==> config.mk <==
export PLATFORM = sky130hd
export DESIGN_NAME = popcount_frame_acc_flat
export DESIGN_NICKNAME = d
export VERILOG_FILES = /design/src/rtl/popcount_frame_acc_if.sv /design/src/rtl/popcount_frame_acc.sv /design/src/flat_wrapper.sv
export SDC_FILE = /design/constraint.sdc
export NUM_CORES = 1
export LEC_CHECK = 0
export BUFFER_PORTS_ARGS = -buffer_cell sky130_fd_sc_hd__buf_4
export CAP_MARGIN = 10
export CELL_PAD_IN_SITES_DETAIL_PLACEMENT = 0
export CELL_PAD_IN_SITES_GLOBAL_PLACEMENT = 1
export CORE_UTILIZATION = 42
export CTS_CLUSTER_SIZE = 8
export DETAILED_ROUTE_END_ITERATION = 7
export PLACE_DENSITY_LB_ADDON = 0.08
export SYNTH_ARGS = -nofsm -noshare
export SYNTH_HDL_FRONTEND = slang
export SYNTH_SLANG_ARGS = --single-unit
==> constraint.sdc <==
create_clock -name clk -period 4.6 [get_ports clk]
set_input_delay 1.15 -clock clk [delete_from_list [all_inputs] [get_ports clk]]
set_output_delay 1.15 -clock clk [all_outputs]
set_load 0.03 [all_outputs]
==> src/rtl/popcount_frame_acc_if.sv <==
// Handshake bundle for popcount_frame_acc: per-byte ones-count beats in and
// per-frame results out, each with its own valid/ready pair.
interface popcount_frame_acc_if #(
  parameter int SUM_W = 12
) ();
  logic             in_valid;
  logic             in_ready;
  logic [3:0]       in_count;
  logic             in_last;
  logic             out_valid;
  logic             out_ready;
  logic [SUM_W-1:0] out_sum;
  logic [7:0]       out_bytes;
  logic [3:0]       out_max;
  logic             out_err;

  modport master (
    output in_valid, in_count, in_last, out_ready,
    input  in_ready, out_valid, out_sum, out_bytes, out_max, out_err
  );

  modport slave (
    input  in_valid, in_count, in_last, out_ready,
    output in_ready, out_valid, out_sum, out_bytes, out_max, out_err
  );
endinterface

==> src/rtl/popcount_frame_acc.sv <==
// Accumulates per-byte ones-counts into frame totals (sum, beats, max, error)
// and holds each frame result until the consumer accepts it.
module popcount_frame_acc #(
  parameter int FRAME_LEN = 16,
  parameter int SUM_W     = 12
) (
  input  logic                 clk,
  input  logic                 rst,
  popcount_frame_acc_if.slave  bus
);

  typedef enum logic {
    ACC  = 1'b0,
    HOLD = 1'b1
  } state_e;

  localparam logic [7:0] FRAME_LEN_B = 8'(FRAME_LEN);

  // Counts above 8 cannot come from a byte; saturate them so the sum stays bounded.
  function automatic logic [3:0] clamp_count(input logic [3:0] cnt);
    if (cnt > 4'd8) begin
      return 4'd8;
    end else begin
      return cnt;
    end
  endfunction

  state_e           state_q, state_d;
  logic [SUM_W-1:0] sum_q, sum_d;
  logic [7:0]       bytes_q, bytes_d;
  logic [3:0]       max_q, max_d;
  logic             err_q, err_d;
  logic             in_ready_q, in_ready_d;
  logic             out_valid_q, out_valid_d;
  logic             xfer_s;
  logic [3:0]       clamped_s;

  // Next-state and accumulator update.
  always_comb begin
    state_d   = state_q;
    sum_d     = sum_q;
    bytes_d   = bytes_q;
    max_d     = max_q;
    err_d     = err_q;
    xfer_s    = bus.in_valid && in_ready_q;
    clamped_s = clamp_count(bus.in_count);
    case (state_q)
      ACC: begin
        if (xfer_s) begin
          sum_d   = sum_q + SUM_W'(clamped_s);
          bytes_d = bytes_q + 8'd1;
          max_d   = (clamped_s > max_q) ? clamped_s : max_q;
          err_d   = err_q | (bus.in_count > 4'd8);
          if (bus.in_last || (bytes_q + 8'd1 == FRAME_LEN_B)) begin
            state_d = HOLD;
          end else begin
            state_d = ACC;
          end
        end else begin
          state_d = ACC;
        end
      end
      HOLD: begin
        if (bus.out_ready && out_valid_q) begin
          state_d = ACC;
          sum_d   = {SUM_W{1'b0}};
          bytes_d = 8'd0;
          max_d   = 4'd0;
          err_d   = 1'b0;
        end else begin
          state_d = HOLD;
        end
      end
      default: begin
        state_d = ACC;
        sum_d   = {SUM_W{1'b0}};
        bytes_d = 8'd0;
        max_d   = 4'd0;
        err_d   = 1'b0;
      end
    endcase
    // Handshake flags are registered copies of the next state so that they
    // read 0 while reset is held and 1 on the first cycle after it.
    in_ready_d  = (state_d == ACC);
    out_valid_d = (state_d == HOLD);
  end

  // State and accumulator registers with synchronous reset.
  always_ff @(posedge clk) begin
    if (rst) begin
      state_q     <= ACC;
      sum_q       <= {SUM_W{1'b0}};
      bytes_q     <= 8'd0;
      max_q       <= 4'd0;
      err_q       <= 1'b0;
      in_ready_q  <= 1'b0;
      out_valid_q <= 1'b0;
    end else begin
      state_q     <= state_d;
      sum_q       <= sum_d;
      bytes_q     <= bytes_d;
      max_q       <= max_d;
      err_q       <= err_d;
      in_ready_q  <= in_ready_d;
      out_valid_q <= out_valid_d;
    end
  end

  assign bus.in_ready  = in_ready_q;
  assign bus.out_valid = out_valid_q;
  assign bus.out_sum   = sum_q;
  assign bus.out_bytes = bytes_q;
  assign bus.out_max   = max_q;
  assign bus.out_err   = err_q;

endmodule

==> src/flat_wrapper.sv <==
// flat-port wrapper written by rule: the top's interface ports become plain ports
module popcount_frame_acc_flat 
#(
  parameter int FRAME_LEN = 16,
  parameter int SUM_W     = 12
)
  (clk, rst, bus_in_valid, bus_in_count, bus_in_last, bus_out_ready, bus_in_ready, bus_out_valid, bus_out_sum, bus_out_bytes, bus_out_max, bus_out_err);
  popcount_frame_acc_if #(.SUM_W(SUM_W)) bus_i ();
  input  logic clk;
  input  logic rst;
  input wire logic [$bits(bus_i.in_valid)-1:0] bus_in_valid;
  input wire logic [$bits(bus_i.in_count)-1:0] bus_in_count;
  input wire logic [$bits(bus_i.in_last)-1:0] bus_in_last;
  input wire logic [$bits(bus_i.out_ready)-1:0] bus_out_ready;
  output wire logic [$bits(bus_i.in_ready)-1:0] bus_in_ready;
  output wire logic [$bits(bus_i.out_valid)-1:0] bus_out_valid;
  output wire logic [$bits(bus_i.out_sum)-1:0] bus_out_sum;
  output wire logic [$bits(bus_i.out_bytes)-1:0] bus_out_bytes;
  output wire logic [$bits(bus_i.out_max)-1:0] bus_out_max;
  output wire logic [$bits(bus_i.out_err)-1:0] bus_out_err;
  assign bus_i.in_valid = bus_in_valid;
  assign bus_i.in_count = bus_in_count;
  assign bus_i.in_last = bus_in_last;
  assign bus_i.out_ready = bus_out_ready;
  assign bus_in_ready = bus_i.in_ready;
  assign bus_out_valid = bus_i.out_valid;
  assign bus_out_sum = bus_i.out_sum;
  assign bus_out_bytes = bus_i.out_bytes;
  assign bus_out_max = bus_i.out_max;
  assign bus_out_err = bus_i.out_err;
  popcount_frame_acc #(.FRAME_LEN(FRAME_LEN), .SUM_W(SUM_W)) u_core (.clk(clk), .rst(rst), .bus(bus_i));
endmodule
### Word-level counts from Yosys, hierarchy flattened

Cells that the tools add are included.

* add/sub/neg operators: 2
* magnitude comparators: 2
* equal/unequal tests: 4
* muxes and demuxes: 18
* bitwise logic cells: 3
* reduce and logical (&&, ||, !) cells: 5

Operators with widths (number)
* $mux 12: 2
* $pmux 12 s2: 1
* $mux 4: 4
* $mux 8: 2
* $pmux 8 s2: 1
* $add 12x4->12: 1
* $add 8x1->8 const B: 1
* $eq 8x5->1 const B: 1
* $pmux 4 s2: 1
* $mux 1: 5
* $gt 4x4->1: 1
* $gt 4x4->1 const B: 1
* $ne 2x1->1 const B: 2
* $pmux 1 s2: 2
* $reduce_and 3->1: 1
* $logic_and 1x1->1: 2
* $ne 2x2->1 const B: 1
* $not 1->1: 2
* $reduce_and 2->1: 1
* $logic_or 1x1->1: 1
* $or 1x1->1: 1

* register bits after elaboration: 27
* bits of input ports: 9
* output and inout port bits: 27
* word-level logic and storage cells: 40

### Depth between registers and ports, before layout

* depth after elaboration: 7
* gate-level depth with buffers: 8
* mapped depth without buffers: 8

### Least setup slack after synthesis

OpenSTA, ideal clock, no wires.

* path type: input -> register
* from: input bus_in_count[0]
* to: register u_core.sum_q[6] (netlist: u_core.bus.out_sum[6])
* library setup time: 0.126 ns
* data arrival time: 2.605 ns
* data required time: 4.474 ns
* slack: 1.869 ns
* stages: 8
* path buffers: 0
* cells stage by stage: nor2b_1 ha_1 fa_1 a21o_1 a21oi_1 nand4b_1 xor2_1 nor2_1

* cells in the longest elaborated chain, start to end: 5

Ends and longest elaborated chain
* start: declaration: RTL line flat_wrapper.sv:12 `input wire logic [$bits(bus_i.in_count)-1:0] bus_in_count;`
* $gt 4x4->1: RTL line popcount_frame_acc.sv:21 `if (cnt > 4'd8) begin`
* $mux 4 (*): RTL line popcount_frame_acc.sv:21
* $add 12x4->12 (*): RTL line popcount_frame_acc.sv:50 `sum_d = sum_q + SUM_W'(clamped_s);`
* $mux 12 (*): RTL line popcount_frame_acc.sv:49 `if (xfer_s) begin`
* $pmux 12 s2 (*): RTL line popcount_frame_acc.sv:47 `case (state_q)`
* end signal: assignment: RTL line popcount_frame_acc.sv:92 `sum_q <= {SUM_W{1'b0}};`
* end signal: assignment: RTL line popcount_frame_acc.sv:100 `sum_q <= sum_d;`
* end: declaration: RTL line popcount_frame_acc.sv:29 `logic [SUM_W-1:0] sum_q, sum_d;`

Mark *: on every way between the ends. The rest lies on a longest branch, timed or not. The select of a mux whose other input is x is not followed.
A chain may end at the register's enable or synchronous reset.

### Worst setup path after layout

Ends and elaborated chain as after synthesis.

==> results_dict.tcl <==
set metrics [dict create \
    status "complete, no violations" \
    drive_gt1_share_pct 19.72 \
    slew_viol_final 0 \
    die_area_sq_um 3867 \
    cts_tree "built" \
    grtUsageMet1_pct 25.03 \
    syn-num-nets 199 \
    cap_violations 0 \
    drc 0 \
    routed_wl_microns 3425 \
    overflow 0 \
    gp_congestion 0.7170 \
    synth_most_common_cell "dfxtp_1" \
    dpl.hpwl_microns 2575 \
    postCtsHoldBufs 0 \
    setup-tns-final_ns 0 \
    synth_edf_count 0 \
    yosysWarnings 0 \
    grt_first_pass_wirelength_microns 5651 \
    antenna_found_initial 0 \
    grtUsageMet3_pct 3.309 \
    min_period_ns 2.731 \
    postCtsResizedCells 0 \
    clkTransAtPathRegs_ns 0.15 \
    synth.avg_cell_area_sq_um 8.500 \
    ys_types 47 \
    synth-main-ff-cell "dfxtp_1" \
    crit_path_end_kind "register" \
    irDropWorstVdd_uv 109.9 \
    syn-cell-area_sq_um 1521 \
    clockBufferDepth 2 \
    grt_start_max_net_pins 20 \
    setup_viol 0 \
    setup_slack_ns 1.869 \
    post-route-period-util_pct 59.37 \
    whs_path_depth 2 \
    grt_use_total_pct 18.19 \
    dpl_cell_area_sq_um 1808 \
    path_class "in2reg" \
    nets 234 \
    reg2reg_setup_slack_ns 2.60 \
    postRouteAntennaNets 0 \
    viasPerCell 5.456 \
    drtIter0Drc 40 \
    first_pass_iters 4 \
    yosysTopAreaCellShare_pct 35.53 \
    min_to "u_core.bus.out_max[3]$_SDFFE_PP0P_" \
    grt_util_met2_pct 28.98 \
    cp.required_ns 4.81 \
    skew_ns 0.01323 \
    dp_slack_ns 1.505 \
    io_buffers 35 \
    numCtsBuffers 3 \
    startpoint_type "input pin" \
    synthArstFlopShare_pct 0 \
    ys_seq_elements 27 \
    hp-class "reg2reg" \
    clock_latency_ns 0.33 \
    vias 1413 \
    critPathArrivalTime_ns 2.94 \
    n_antenna_cell 0 \
    start_util_pct 44.54 \
    netlist_top_cells_count "dfxtp_1 (27), nor2_1 (21), a21oi_1 (16), nand2_1 (16), ha_1 (10)" \
    netlist_top_cells_area "dfxtp_1 (36%), ha_1 (8.2%), a21oi_1 (5.3%)" \
    post_cts_buffers 0 \
    final_area_sq_um 1834 \
    final-hold-violation-count 0 \
    grt_pass1_vias 1260 \
    synthToLayoutAreaGrowth_pct 20.56 \
    fp.dieW_microns 62.19 \
    ios 36 \
    htree_levels 1 \
    die_h_microns 62.19 \
    core-area_sq_um 3416 \
    maxSlewHeadroom_pct 61.21 \
    r2r_cells 7 \
    timing.rr.start "u_core.bus.out_sum[0]$_SDFFE_PP0P_" \
    r2r_end "u_core.bus.out_sum[6]$_SDFFE_PP0P_" \
    synth_top_cell_by_area "dfxtp_1" \
    post-route-util_pct 53.70 \
    rsz0062_at_grt "false" \
    wl_per_cell_microns 13.22 \
    dpl.cell_count 255 \
    rows 21 \
    p_per_area_nw_per_um2 226.9 \
    cts-root-buf "clkbuf_4" \
    synthCells 179 \
    worst_slew_pin_slew_ns 0.5812 \
    max_freq_ghz 0.3662 \
    final_cells 259 \
    clock-sinks 27 \
    cp_max_fo 5 \
    p_leak_nw 0.7977 \
    synth_seq_area_share_pct 35.53 \
    top_usage_layer "met2" \
    min_from "u_core.bus.out_max[3]$_SDFFE_PP0P_" \
]
==> per-layer routing <==
metal / wire [microns] / part of all wire, %
met1: 1672 / 49
met4: 21 / 0.61
met3: 127 / 3.7
met2: 1602 / 47
met5: 0 / 0
==> cells by family (layout without fill, tap and decap cells) <==
logic type               Yosys count  count (layout)  share of synthesized area [%]
flip-flops                        27              27                          35.53
adder cells (fa/ha/maj)           11              11                          9.540
AO/OA/AOI/OAI                     44              44                          18.34
XOR/XNOR                           6               6                          3.455
buffers and inverters              9              43                          3.207
AND/OR/NAND/NOR                   78              78                          27.30
multiplexers                       4               4                          2.632
==> cell type report <==
class | count | area (sq um)
fill | 356 | 1582
multi-input combinational | 143 | 932.1
sequential | 27 | 540.5
timing repair buffer | 35 | 262.8
tap | 46 | 57.56
clock buffer | 4 | 26.28
inverter | 4 | 15.01
==> sequential cells by signal, indices dropped and copies added (netlist names) <==
signal                flops
u_core.bus.in_ready       1
u_core.bus.out_bytes      8
u_core.bus.out_err        1
u_core.bus.out_valid      1
u_core.bus.out_max        4
u_core.bus.out_sum       12
==> per-stage QoR <==
step	total power [mW]	hold WS (ns)
global placement	0.3167	0.4623
detailed placement	0.3179	0.4724
finish	0.4163	0.4915
CTS	0.4208	0.5003
floorplan	0.2955	0.5918
global route	0.4398	0.5256
==> report_power, final <==
group | internal [mW] | switching [mW] | total, mW | leakage, nW
Combinational | 0.0268 | 0.0410 | 0.0679 | 0.564
Sequential | 0.239 | 0.00554 | 0.245 | 0.219
Clock | 0.0339 | 0.0699 | 0.104 | 0.0150
==> worst max-delay path by stage <==
stage	startpoint	to	slack (ns)	cells after the start
2_1_floorplan	bus_in_count[0]	u_core.bus.out_sum[6]$_SDFFE_PP0P_	1.87	8
3_3_place_gp	bus_in_count[0]	u_core.bus.out_sum[6]$_SDFFE_PP0P_	1.54	9
3_5_place_dp	bus_in_count[0]	u_core.bus.out_sum[6]$_SDFFE_PP0P_	1.51	9
4_1_cts	bus_in_count[0]	u_core.bus.out_sum[6]$_SDFFE_PP0P_	1.86	9
5_1_grt	bus_in_count[3]	u_core.bus.out_sum[5]$_SDFFE_PP0P_	1.73	8
6_report	bus_in_count[0]	u_core.bus.out_sum[6]$_SDFFE_PP0P_	1.87	9
==> cell usage in the layout, fill, tap and decap left out, types with 2 or more instances in the layout <==
cell type / netlist / final
and2_1: 2 / 2
mux2i_1: 4 / 4
nor2_1: 21 / 21
ha_1: 10 / 10
a22oi_1: 5 / 5
a21oi_1: 16 / 16
xnor2_1: 3 / 3
nand2_1: 16 / 16
or4_1: 2 / 2
dfxtp_1: 27 / 27
and3b_1: 2 / 2
xor2_1: 3 / 3
buf_4: 0 / 35
or3_1: 6 / 6
nor3_1: 2 / 2
a21o_1: 3 / 3
inv_1: 4 / 4
nor2b_1: 5 / 5
clkbuf_4: 0 / 3
o21a_1: 2 / 2
nand2b_1: 4 / 4
nand3b_1: 2 / 2
o31ai_1: 2 / 2
o21ai_0: 7 / 7
nand3_1: 5 / 5
==> worst max-delay path: stages <==
cell and delay, ns:
buf_4 0.11, nor2b_1 0.16, ha_1 0.23, fa_1 0.41, a21o_1 0.18, a21oi_1 0.31, nand4b_1 0.18, xor2_1 0.17
nor2_1 0.05
Power figures use the tool's default switching activity.
